$ cat config.mk
export PLATFORM = sky130hd
export DESIGN_NAME = uwu_stream_filter
export DESIGN_NICKNAME = d
export VERILOG_FILES = /design/src/rtl/uwu_pkg.sv /design/src/rtl/byte_fifo.sv /design/src/rtl/uwu_stream_filter.sv
export SDC_FILE = /design/constraint.sdc
export NUM_CORES = 1
export LEC_CHECK = 0
export ABC_AREA = 1
export BUFFER_PORTS_ARGS = -buffer_cell sky130_fd_sc_hd__buf_2
export CAP_MARGIN = 20
export CORE_MARGIN = 2
export CORE_UTILIZATION = 35
export DETAILED_ROUTE_END_ITERATION = 8
export PLACE_DENSITY = 0.6
export SLEW_MARGIN = 15
export SYNTH_ARGS = -nofsm -noshare
export SYNTH_HDL_FRONTEND = slang
export SYNTH_HIERARCHICAL = 1
export SYNTH_SLANG_ARGS = --single-unit
$ cat constraint.sdc
create_clock -name clk -period 3.2 [get_ports clk]
set_input_delay 0.16 -clock clk [delete_from_list [all_inputs] [get_ports clk]]
set_output_delay 0.16 -clock clk [all_outputs]
set_load 0.1 [all_outputs]
$ cat src/rtl/uwu_pkg.sv
// Shared types, character constants and helpers for the uwu_stream_filter slice.
package uwu_pkg;

  typedef enum logic [1:0] {
    MODE_PASS    = 2'd0,
    MODE_OWO     = 2'd1,
    MODE_WAW     = 2'd2,
    MODE_STUTTER = 2'd3
  } mode_e;

  typedef enum logic [1:0] {
    ST_IDLE  = 2'd0,
    ST_EMIT1 = 2'd1,
    ST_EMIT2 = 2'd2
  } state_e;

  localparam logic [7:0] CH_DASH = 8'h2D;
  localparam logic [7:0] CH_W_LO = 8'h77;
  localparam logic [7:0] CH_W_UP = 8'h57;
  localparam logic [7:0] CH_O_LO = 8'h6F;
  localparam logic [7:0] CH_O_UP = 8'h4F;
  localparam logic [7:0] CH_U_LO = 8'h75;
  localparam logic [7:0] CH_U_UP = 8'h55;
  localparam logic [7:0] CH_R_LO = 8'h72;
  localparam logic [7:0] CH_R_UP = 8'h52;
  localparam logic [7:0] CH_L_LO = 8'h6C;
  localparam logic [7:0] CH_L_UP = 8'h4C;

  function automatic logic is_letter(input logic [7:0] c);
    return ((c >= 8'h41) && (c <= 8'h5A)) || ((c >= 8'h61) && (c <= 8'h7A));
  endfunction

endpackage

$ cat src/rtl/byte_fifo.sv
// Show-ahead synchronous FIFO with wrap-around pointers and an occupancy output.
module byte_fifo #(
  parameter int WIDTH = 8,
  parameter int DEPTH = 8
) (
  input  logic                     clk,
  input  logic                     rst,
  input  logic                     i_wr_en,
  input  logic [WIDTH-1:0]         i_wr_data,
  input  logic                     i_rd_en,
  output logic [WIDTH-1:0]         o_rd_data,
  output logic                     o_valid,
  output logic [$clog2(DEPTH):0]   o_level
);

  localparam int AW = $clog2(DEPTH);
  localparam int LW = AW + 1;

  logic [WIDTH-1:0] r_mem [DEPTH];
  logic [AW-1:0]    r_wr_ptr;
  logic [AW-1:0]    r_rd_ptr;
  logic [LW-1:0]    r_level;
  logic             w_push;
  logic             w_pop;

  assign w_push    = i_wr_en && (r_level != LW'(DEPTH));
  assign w_pop     = i_rd_en && (r_level != '0);
  assign o_rd_data = r_mem[r_rd_ptr];
  assign o_valid   = (r_level != '0);
  assign o_level   = r_level;

  always_ff @(posedge clk) begin
    if (w_push) begin
      r_mem[r_wr_ptr] <= i_wr_data;
    end
  end

  // Power-of-two depth lets the pointers wrap by plain overflow.
  always_ff @(posedge clk) begin
    if (rst) begin
      r_wr_ptr <= '0;
      r_rd_ptr <= '0;
      r_level  <= '0;
    end else begin
      if (w_push) r_wr_ptr <= r_wr_ptr + AW'(1);
      if (w_pop)  r_rd_ptr <= r_rd_ptr + AW'(1);
      case ({w_push, w_pop})
        2'b10:   r_level <= r_level + LW'(1);
        2'b01:   r_level <= r_level - LW'(1);
        default: r_level <= r_level;
      endcase
    end
  end

endmodule

$ cat src/rtl/uwu_stream_filter.sv
// Byte-stream uwuifier with four rewrite modes and a buffered output FIFO.
// Define UWU_STATS_EN to build the saturating transformed-byte counter.
module uwu_stream_filter
  import uwu_pkg::*;
#(
  parameter int DEPTH = 8
) (
  input  logic                   clk,
  input  logic                   rst,
  input  logic [1:0]             i_mode,
  input  logic [7:0]             i_in_data,
  input  logic                   i_in_valid,
  output logic                   o_in_ready,
  output logic [7:0]             o_out_data,
  output logic                   o_out_valid,
  input  logic                   i_out_ready,
  output logic [$clog2(DEPTH):0] o_level,
  output logic [15:0]            o_sub_count
);

  localparam int LW = $clog2(DEPTH) + 1;

  state_e      r_state;
  state_e      w_next_state;
  mode_e       w_mode;
  logic        r_in_word;
  logic        r_expanded;
  logic [7:0]  r_b1;
  logic [7:0]  r_b2;
  logic [7:0]  w_sub;
  logic [7:0]  w_b0;
  logic [7:0]  w_b1;
  logic [7:0]  w_b2;
  logic        w_expand;
  logic        w_set_exp;
  logic        w_accept;
  logic        w_wr_en;
  logic [7:0]  w_wr_data;
  logic [LW-1:0] w_level;
  logic [LW-1:0] w_free;

  assign w_mode     = mode_e'(i_mode);
  assign w_free     = LW'(DEPTH) - w_level;
  assign o_in_ready = (r_state == ST_IDLE) && (w_free >= LW'(3)) && !rst;
  assign w_accept   = i_in_valid && o_in_ready;
  assign o_level    = w_level;

  // Every rewrite yields either one byte or three, so a single flag covers length.
  always_comb begin
    w_sub     = i_in_data;
    w_b0      = i_in_data;
    w_b1      = i_in_data;
    w_b2      = i_in_data;
    w_expand  = 1'b0;
    w_set_exp = 1'b0;
    if ((w_mode == MODE_WAW) || (w_mode == MODE_STUTTER)) begin
      case (i_in_data)
        CH_R_LO, CH_L_LO: w_sub = CH_W_LO;
        CH_R_UP, CH_L_UP: w_sub = CH_W_UP;
        default:          w_sub = i_in_data;
      endcase
    end
    if (w_mode != MODE_PASS) begin
      w_b0 = w_sub;
      w_b1 = w_sub;
      w_b2 = w_sub;
      if ((w_mode == MODE_STUTTER) && is_letter(w_sub) && !r_in_word) begin
        w_expand = 1'b1;
        w_b1     = CH_DASH;
      end else if (((w_sub == CH_O_LO) || (w_sub == CH_U_LO) ||
                    (w_sub == CH_O_UP) || (w_sub == CH_U_UP)) && !r_expanded) begin
        w_expand  = 1'b1;
        w_set_exp = 1'b1;
        w_b1      = ((w_sub == CH_O_UP) || (w_sub == CH_U_UP)) ? CH_W_UP : CH_W_LO;
      end
    end
  end

  always_ff @(posedge clk) begin
    if (rst) r_state <= ST_IDLE;
    else     r_state <= w_next_state;
  end

  always_comb begin
    w_next_state = r_state;
    w_wr_en      = 1'b0;
    w_wr_data    = w_b0;
    case (r_state)
      ST_IDLE: begin
        if (w_accept) begin
          w_wr_en = 1'b1;
          if (w_expand) w_next_state = ST_EMIT1;
        end
      end
      ST_EMIT1: begin
        w_wr_en      = 1'b1;
        w_wr_data    = r_b1;
        w_next_state = ST_EMIT2;
      end
      ST_EMIT2: begin
        w_wr_en      = 1'b1;
        w_wr_data    = r_b2;
        w_next_state = ST_IDLE;
      end
      default: w_next_state = ST_IDLE;
    endcase
  end

  always_ff @(posedge clk) begin
    if (rst) begin
      r_in_word  <= 1'b0;
      r_expanded <= 1'b0;
      r_b1       <= '0;
      r_b2       <= '0;
    end else if (w_accept) begin
      r_b1       <= w_b1;
      r_b2       <= w_b2;
      r_in_word  <= is_letter(i_in_data);
      r_expanded <= is_letter(i_in_data) ? (r_expanded || w_set_exp) : 1'b0;
    end
  end

  byte_fifo #(
    .WIDTH(8),
    .DEPTH(DEPTH)
  ) u_fifo (
    .clk       (clk),
    .rst       (rst),
    .i_wr_en   (w_wr_en),
    .i_wr_data (w_wr_data),
    .i_rd_en   (i_out_ready),
    .o_rd_data (o_out_data),
    .o_valid   (o_out_valid),
    .o_level   (w_level)
  );

`ifdef UWU_STATS_EN
  logic        w_differs;
  logic [15:0] r_sub_count;

  assign w_differs   = w_expand || (w_b0 != i_in_data);
  assign o_sub_count = r_sub_count;

  always_ff @(posedge clk) begin
    if (rst) begin
      r_sub_count <= '0;
    end else if (w_accept && w_differs && (r_sub_count != 16'hFFFF)) begin
      r_sub_count <= r_sub_count + 16'd1;
    end
  end
`else
  assign o_sub_count = '0;
`endif

endmodule

==> flow_summary.ini, run 1 <==
[routing]
drc = 0
drt_wl_total_um = 8740
via_count = 3198
first_pass_iters = 4
via_per_inst = 4.73
avgRoutedWirePerCell_um = 12.9
ant_nets = 0
drtIter0Drc = 238

[place]
place_hpwl_um = 6100
place_inst = 660
gp_congestion = 0.845
port-buffer-count = 27
pre_cts_slack_ps = 449

[yosys]
netlist_area_um2 = 4590
ys_warn_count = 6
synth_edf_count = 64
synthCells = 473
async_reset_ff_share_pct = 0
syn_avg_cell_area_um2 = 9.70
synthFlopType = edfxtp_1
synth_seq_cells = 97
synth_cell_types = 40
yosysSeqAreaShare_pct = 56.3

[cts]
clk_latency_ps = 340
clockBufferDepth = 2
clock_sinks = 97
cts_buffers = 9
cts_hold_buf = 0
post_cts_resized = 0
htree_num_levels = 3
path_clk_slew_ps = 60
postCtsSetupRepairBufs = 0
cts_root_buf = clkbuf_16
cts_tree = built

[sta]
setup_viol = 0
setup_tns_ps = 0
fmax_mhz = 356
fin_worst_skew_ps = 7.26
hold_viol = 0
max_slew_margin_pct = 37.4
rsz0062_at_grt = false
report.final.slew_viol_count = 0
min_period_over_period_pct = 87.8
period_needed_ps = 2810
setup_slack_ps = 391
tightestPinTransition_ps = 938

[power_and_ir_drop]
power.internal_uw = 2320
power_density_nw_per_um2 = 805
combPwrFrac_pct = 37.5
sequentialPowerShare_pct = 38.6
power_switching_uw = 1740
clkPwrFrac_pct = 23.9
p_sw_share_pct = 42.8
ir_drop_mv = 0.321
p_leak_uw = 0.00198
p_total_uw = 4060

[setup_path]
crit_path_start_kind = register
worstSetupPathType = register to register
cp_common_cell = ha_1
cp.arrival_ps = 3050
max_stage_delay_ps = 350
endpoint_kind = register
cp_cell_sequence = inv_1 > ha_1 > nand2_1 > clkinv_1 > nand3_2 > a21oi_1 > nand2_2 > ha_1 > nor2_1 > nor2_2 > ha_1 > a21oi_1 > xnor2_1 > o21ai_0 > inv_1
cp_max_fo = 13
crit_buf_inv = 3
critical_path_required_ps = 3440
crit_family = simple AND/OR/NAND/NOR gates
slowest_stage = dfxtp_1

[floorplanning]
core-area_um2 = 12700
die_area_um2 = 14000
dieWidth_um = 119
start_util_pct = 36.1
fp.dieH_um = 119
rows = 41
pin_count = 44

[global_route]
grt_max_degree = 31
grt.total_usage_pct = 13.3
overflow = 0
antenna_found_initial = 0
grt_pass1_vias = 3101
grt_pass1_wl_um = 15000

[layout]
nets = 523
diodes = 0
syn_to_final_growth_pct = 9.92
fill_cells = 1282
final_cells = 676
drive_gt1_share_pct = 14.9

[hold_path]
holdCritPathClass = input port to register

[job]
drv_cap = 0

[status]
status = finished, final reports clean
==> synth_stat cells (2+ instances only) <==
cell / number / area, um2
ha_1: 10 / 125
xnor2_1: 2 / 17.5
a21oi_1: 38 / 190
clkinv_1: 2 / 7.51
o21ai_1: 21 / 105
buf_6: 9 / 101
nor2_2: 5 / 31.3
buf_1: 2 / 7.51
nand3_1: 12 / 60.1
nor2_1: 50 / 188
clkbuf_1: 2 / 7.51
o22ai_1: 8 / 50.1
inv_1: 34 / 128
nand2_2: 7 / 43.8
inv_2: 5 / 18.8
buf_4: 18 / 135
nand3_2: 5 / 50.1
o21ai_0: 29 / 145
edfxtp_1: 64 / 1920
nor3_1: 2 / 10.0
dfxtp_1: 33 / 661
nand2_1: 82 / 308
a22oi_1: 8 / 60.1
mux2i_1: 8 / 80.1
nand4_1: 2 / 12.5
==> final cells by class <==
class / instances / area, um2 / area share, %
sequential: 97 / 2580 / 51.2
multi-input combinational: 314 / 1620 / 32.1
clock buffer: 10 / 229 / 4.54
tap: 172 / 215 / 4.27
timing repair buffer: 35 / 195 / 3.87
inverter: 42 / 159 / 3.15
clock inverter: 6 / 42.5 / 0.843
==> power groups by stage <==
stage                     Combinational [uW]  Sequential (uW)  Clock, uW
final                                   1520             1570        971
after global routing                    1640             1590       1060
after floorplan                         1260             1660          0
after global placement                  1510             1590          0
after detailed placement                1520             1590          0
after CTS                               1530             1570       1000
==> logic make-up after synthesis <==
| kind of cell | synth area share (%) |
|---|---|
| buffers and inverters | 9.62 |
| XOR/XNOR | 0.573 |
| AO/OA/AOI/OAI | 12.5 |
| multiplexers | 1.74 |
| AND/OR/NAND/NOR | 16.5 |
| flip-flops | 56.3 |
| adder cells (fa/ha/maj) | 2.73 |
| other | 0.0817 |
==> worst register-to-register path, cell delays in order (launching register included) <==
cell,delay (ps)
dfxtp_1,350
inv_1,120
ha_1,230
nand2_1,100
clkinv_1,80
nand3_2,250
a21oi_1,330
nand2_2,160
ha_1,280
nor2_1,140
nor2_2,60
ha_1,170
a21oi_1,150
xnor2_1,90
o21ai_0,170
inv_1,50
==> worst paths after layout <==
| kind | cells past startpoint | from | endpoint | slack (ps) |
|---|---|---|---|---|
| max | 15 | r_state[0]$_SDFFE_PP0P_ | u_fifo/o_level[2]$_SDFFE_PP0P_ | 390 |
| min | 3 | i_in_data[7] | r_b2[7]$_SDFFE_PP0P_ | 110 |
| max reg2reg | 15 | r_state[0]$_SDFFE_PP0P_ | u_fifo/o_level[2]$_SDFFE_PP0P_ | 390 |
| min reg2reg | 2 | r_in_word$_SDFFE_PP0P_ | r_in_word$_SDFFE_PP0P_ | 470 |
==> per-stage QoR <==
| stage | cell area, um2 | hold slack, ps | util [%] |
|---|---|---|---|
| after global placement | 4770 | 442 | 37.5 |
| after floorplan | 4650 | 306 | - |
| after detailed placement | 4770 | 453 | 37.5 |
| after CTS | 5040 | 90.4 | 39.7 |
| final | 5040 | 107 | 39.7 |
| after global routing | 5040 | 111 | 39.7 |
==> cell usage in the layout (no fill, tap or decap), types with 3 or more instances in the layout <==
cell / Yosys / routed
o21ai_1: 21 / 21
a22oi_1: 8 / 8
nand2_2: 7 / 7
inv_2: 5 / 5
mux2i_1: 8 / 8
nor2_1: 50 / 50
conb_1: 1 / 16
clkbuf_16: 0 / 9
inv_1: 34 / 34
nand3_2: 5 / 5
o22ai_1: 8 / 8
a21oi_1: 38 / 38
nor2_2: 5 / 5
buf_4: 18 / 8
ha_1: 10 / 10
nand3_1: 12 / 12
edfxtp_1: 64 / 64
o21ai_0: 29 / 29
dfxtp_1: 33 / 33
buf_2: 1 / 27
clkinv_1: 2 / 3
nand2_1: 82 / 82
==> routing by layer <==
metal  vias to the layer above  global-route usage, %  wire (um)
met1                      1501                   17.3       4170
met4                         0                   4.02         80
met5                         -                      0          0
met2                        62                   21.4       4120
li1                       1629                      -          -
met3                         6                   4.10        377
==> registers in the layout (all words and copies together) (netlist names), named ones only <==
| register | cells |
|---|---|
| r_b1 | 8 |
| r_b2 | 8 |
| r_expanded | 1 |
| r_in_word | 1 |
| r_state | 2 |
| u_fifo/o_level | 4 |
| u_fifo/r_mem | 64 |
| u_fifo/r_rd_ptr | 3 |
| u_fifo/r_wr_ptr | 3 |
(Power assumes the default switching activity.)
==> inputs of run 2 (changes only) <==
--- a/config.mk
+++ b/config.mk
@@ -8,9 +8,10 @@
 export ABC_AREA = 1
 export BUFFER_PORTS_ARGS = -buffer_cell sky130_fd_sc_hd__buf_2
-export CAP_MARGIN = 20
+export CAP_MARGIN = 15
 export CORE_MARGIN = 2
 export CORE_UTILIZATION = 35
 export DETAILED_ROUTE_END_ITERATION = 8
 export PLACE_DENSITY = 0.6
+export RECOVER_POWER = 100
 export SLEW_MARGIN = 15
 export SYNTH_ARGS = -nofsm -noshare
==> constraint.sdc (replaced) <==
create_clock -name clk -period 3.2 [get_ports clk]
set_input_delay 0.96 -clock clk [delete_from_list [all_inputs] [get_ports clk]]
set_output_delay 0.96 -clock clk [all_outputs]
set_load 0.1 [all_outputs]
==> flow_summary.ini, run 2 (synthesized netlist as in run 1, its figures left out) <==
[sta]
setup_tns_ps = 0
fmax_mhz = 338
hold_viol = 0
setup_slack_ps = 243
period_needed_ps = 2960
rsz0062_at_grt = false
setup_viol = 0
min_period_over_period_pct = 92.4
max_slew_margin_pct = 22.7
report.final.slew_viol_count = 0
tightestPinTransition_ps = 1160
fin_worst_skew_ps = 8.63

[layout]
fill_cells = 1288
post-route-util_pct = 39.6
drive_gt1_share_pct = 11.0
final_common_cell = nand2_1
largest_reg_flops = 64
mostFrequentLayoutCells = nand2_1 (84), edfxtp_1 (64), nor2_1 (52)
diodes = 0
syn_to_final_growth_pct = 9.84
biggestRegsByFlops = u_fifo/r_mem x64, r_b1 x8, r_b2 x8
nets = 530
final_cells = 683
regArea_um2 = 2580
multi_input_area_um2 = 1580
top_register = u_fifo/r_mem

[floorplanning]
start_util_pct = 36.1
die_area_um2 = 14000
core-area_um2 = 12700
rows = 41
fp.dieH_um = 119
dieWidth_um = 119
pin_count = 44

[global_route]
antenna_found_initial = 0
grt.total_usage_pct = 13.1
grt_pass1_wl_um = 14600
grt_pass1_vias = 3051
grt_max_degree = 33
overflow = 0

[place]
place_inst = 667
pre_cts_slack_ps = 346
port-buffer-count = 27
gp_congestion = 0.796
place_hpwl_um = 6120

[setup_path]
cp_max_fo = 20
crit_path_start_kind = register
r2r_start = r_state[0]$_SDFFE_PP0P_
cp.arrival_ps = 2000
endpoint_kind = output pin
rrSetupSlack_ps = 630
worstSetupPathType = register to output pin
critical_path_required_ps = 2240

[cts]
postCtsSetupRepairBufs = 0
clockBufferDepth = 2
path_clk_slew_ps = 70
cts_buffers = 9
clock_sinks = 97
clk_latency_ps = 350
cts_root_buf = clkbuf_16
htree_num_levels = 3
post_cts_resized = 0
cts_hold_buf = 0
cts_tree = built

[power_and_ir_drop]
p_leak_uw = 0.00196
ir_drop_mv = 0.304
power_density_nw_per_um2 = 825

[routing]
via_per_inst = 4.71
via_count = 3217
drt_wl_total_um = 8840
avgRoutedWirePerCell_um = 12.9
drc = 0
ant_nets = 0
drtIter0Drc = 182
first_pass_iters = 4

[hold_path]
min_from = r_b1[2]$_SDFFE_PP0P_
holdCritPathClass = register to register

[status]
status = finished, final reports clean

[job]
drv_cap = 0
## run 2: changes by cell type in the layout (fill, tap and decap cells not counted), moves of 3 or more
cell / delta
buf_2: -15
buf_4: -3
clkbuf_1: +16
clkbuf_2: +9
nand3_1: +4
nand3_2: -3
o21ai_0: +5
o21ai_1: -5
## run 2: final timing paths
| kind | end | depth (start not counted) |
|---|---|---|
| worst max-delay path | o_out_data[7] | 6 |
| worst min-delay path | r_b1[2]$_SDFFE_PP0P_ | 2 |
| worst max register to register | u_fifo/o_level[2]$_SDFFE_PP0P_ | 16 |
| worst min register to register | r_b1[2]$_SDFFE_PP0P_ | 2 |
## run 2: power by group
part	total (uW)	internal [uW]	switching, uW
clock network	1090	617	474
logic	1530	311	1210
registers	1540	1470	70.5
## run 2: metrics by stage
step,area (um2),power (uW),hold WS (ps)
final,5040,4160,468
after global routing,5040,4370,494
after CTS,5130,4220,467
after detailed placement,4830,3130,457
after global placement,4830,3110,451
after floorplan,4650,2920,436
## run 2: routing by layer
metal / up-vias / part of all wire [%] / wire length (um) / global-route usage [%]
met5: - / 0 / 0 / 0
met4: 0 / 2.2 / 195 / 6.47
met3: 14 / 3.3 / 296 / 2.22
met2: 60 / 49 / 4300 / 21.9
met1: 1508 / 46 / 4060 / 16.5
li1: 1635 / - / - / -
## run 2: worst max-delay path, stage by stage, from the launching register on
cell,delay (ps)
dfxtp_1,400
buf_4,300
o21ai_0,130
o22ai_1,190
nand2_1,80
nand2_1,90
clkbuf_2,460
## run 2: cell type report
class / count / share of cell area, %
sequential: 97 / 51.2
multi-input combinational: 314 / 31.3
clock buffer: 10 / 4.54
tap: 172 / 4.27
timing repair buffer: 42 / 4.02
inverter: 42 / 3.15
clock inverter: 6 / 1.46
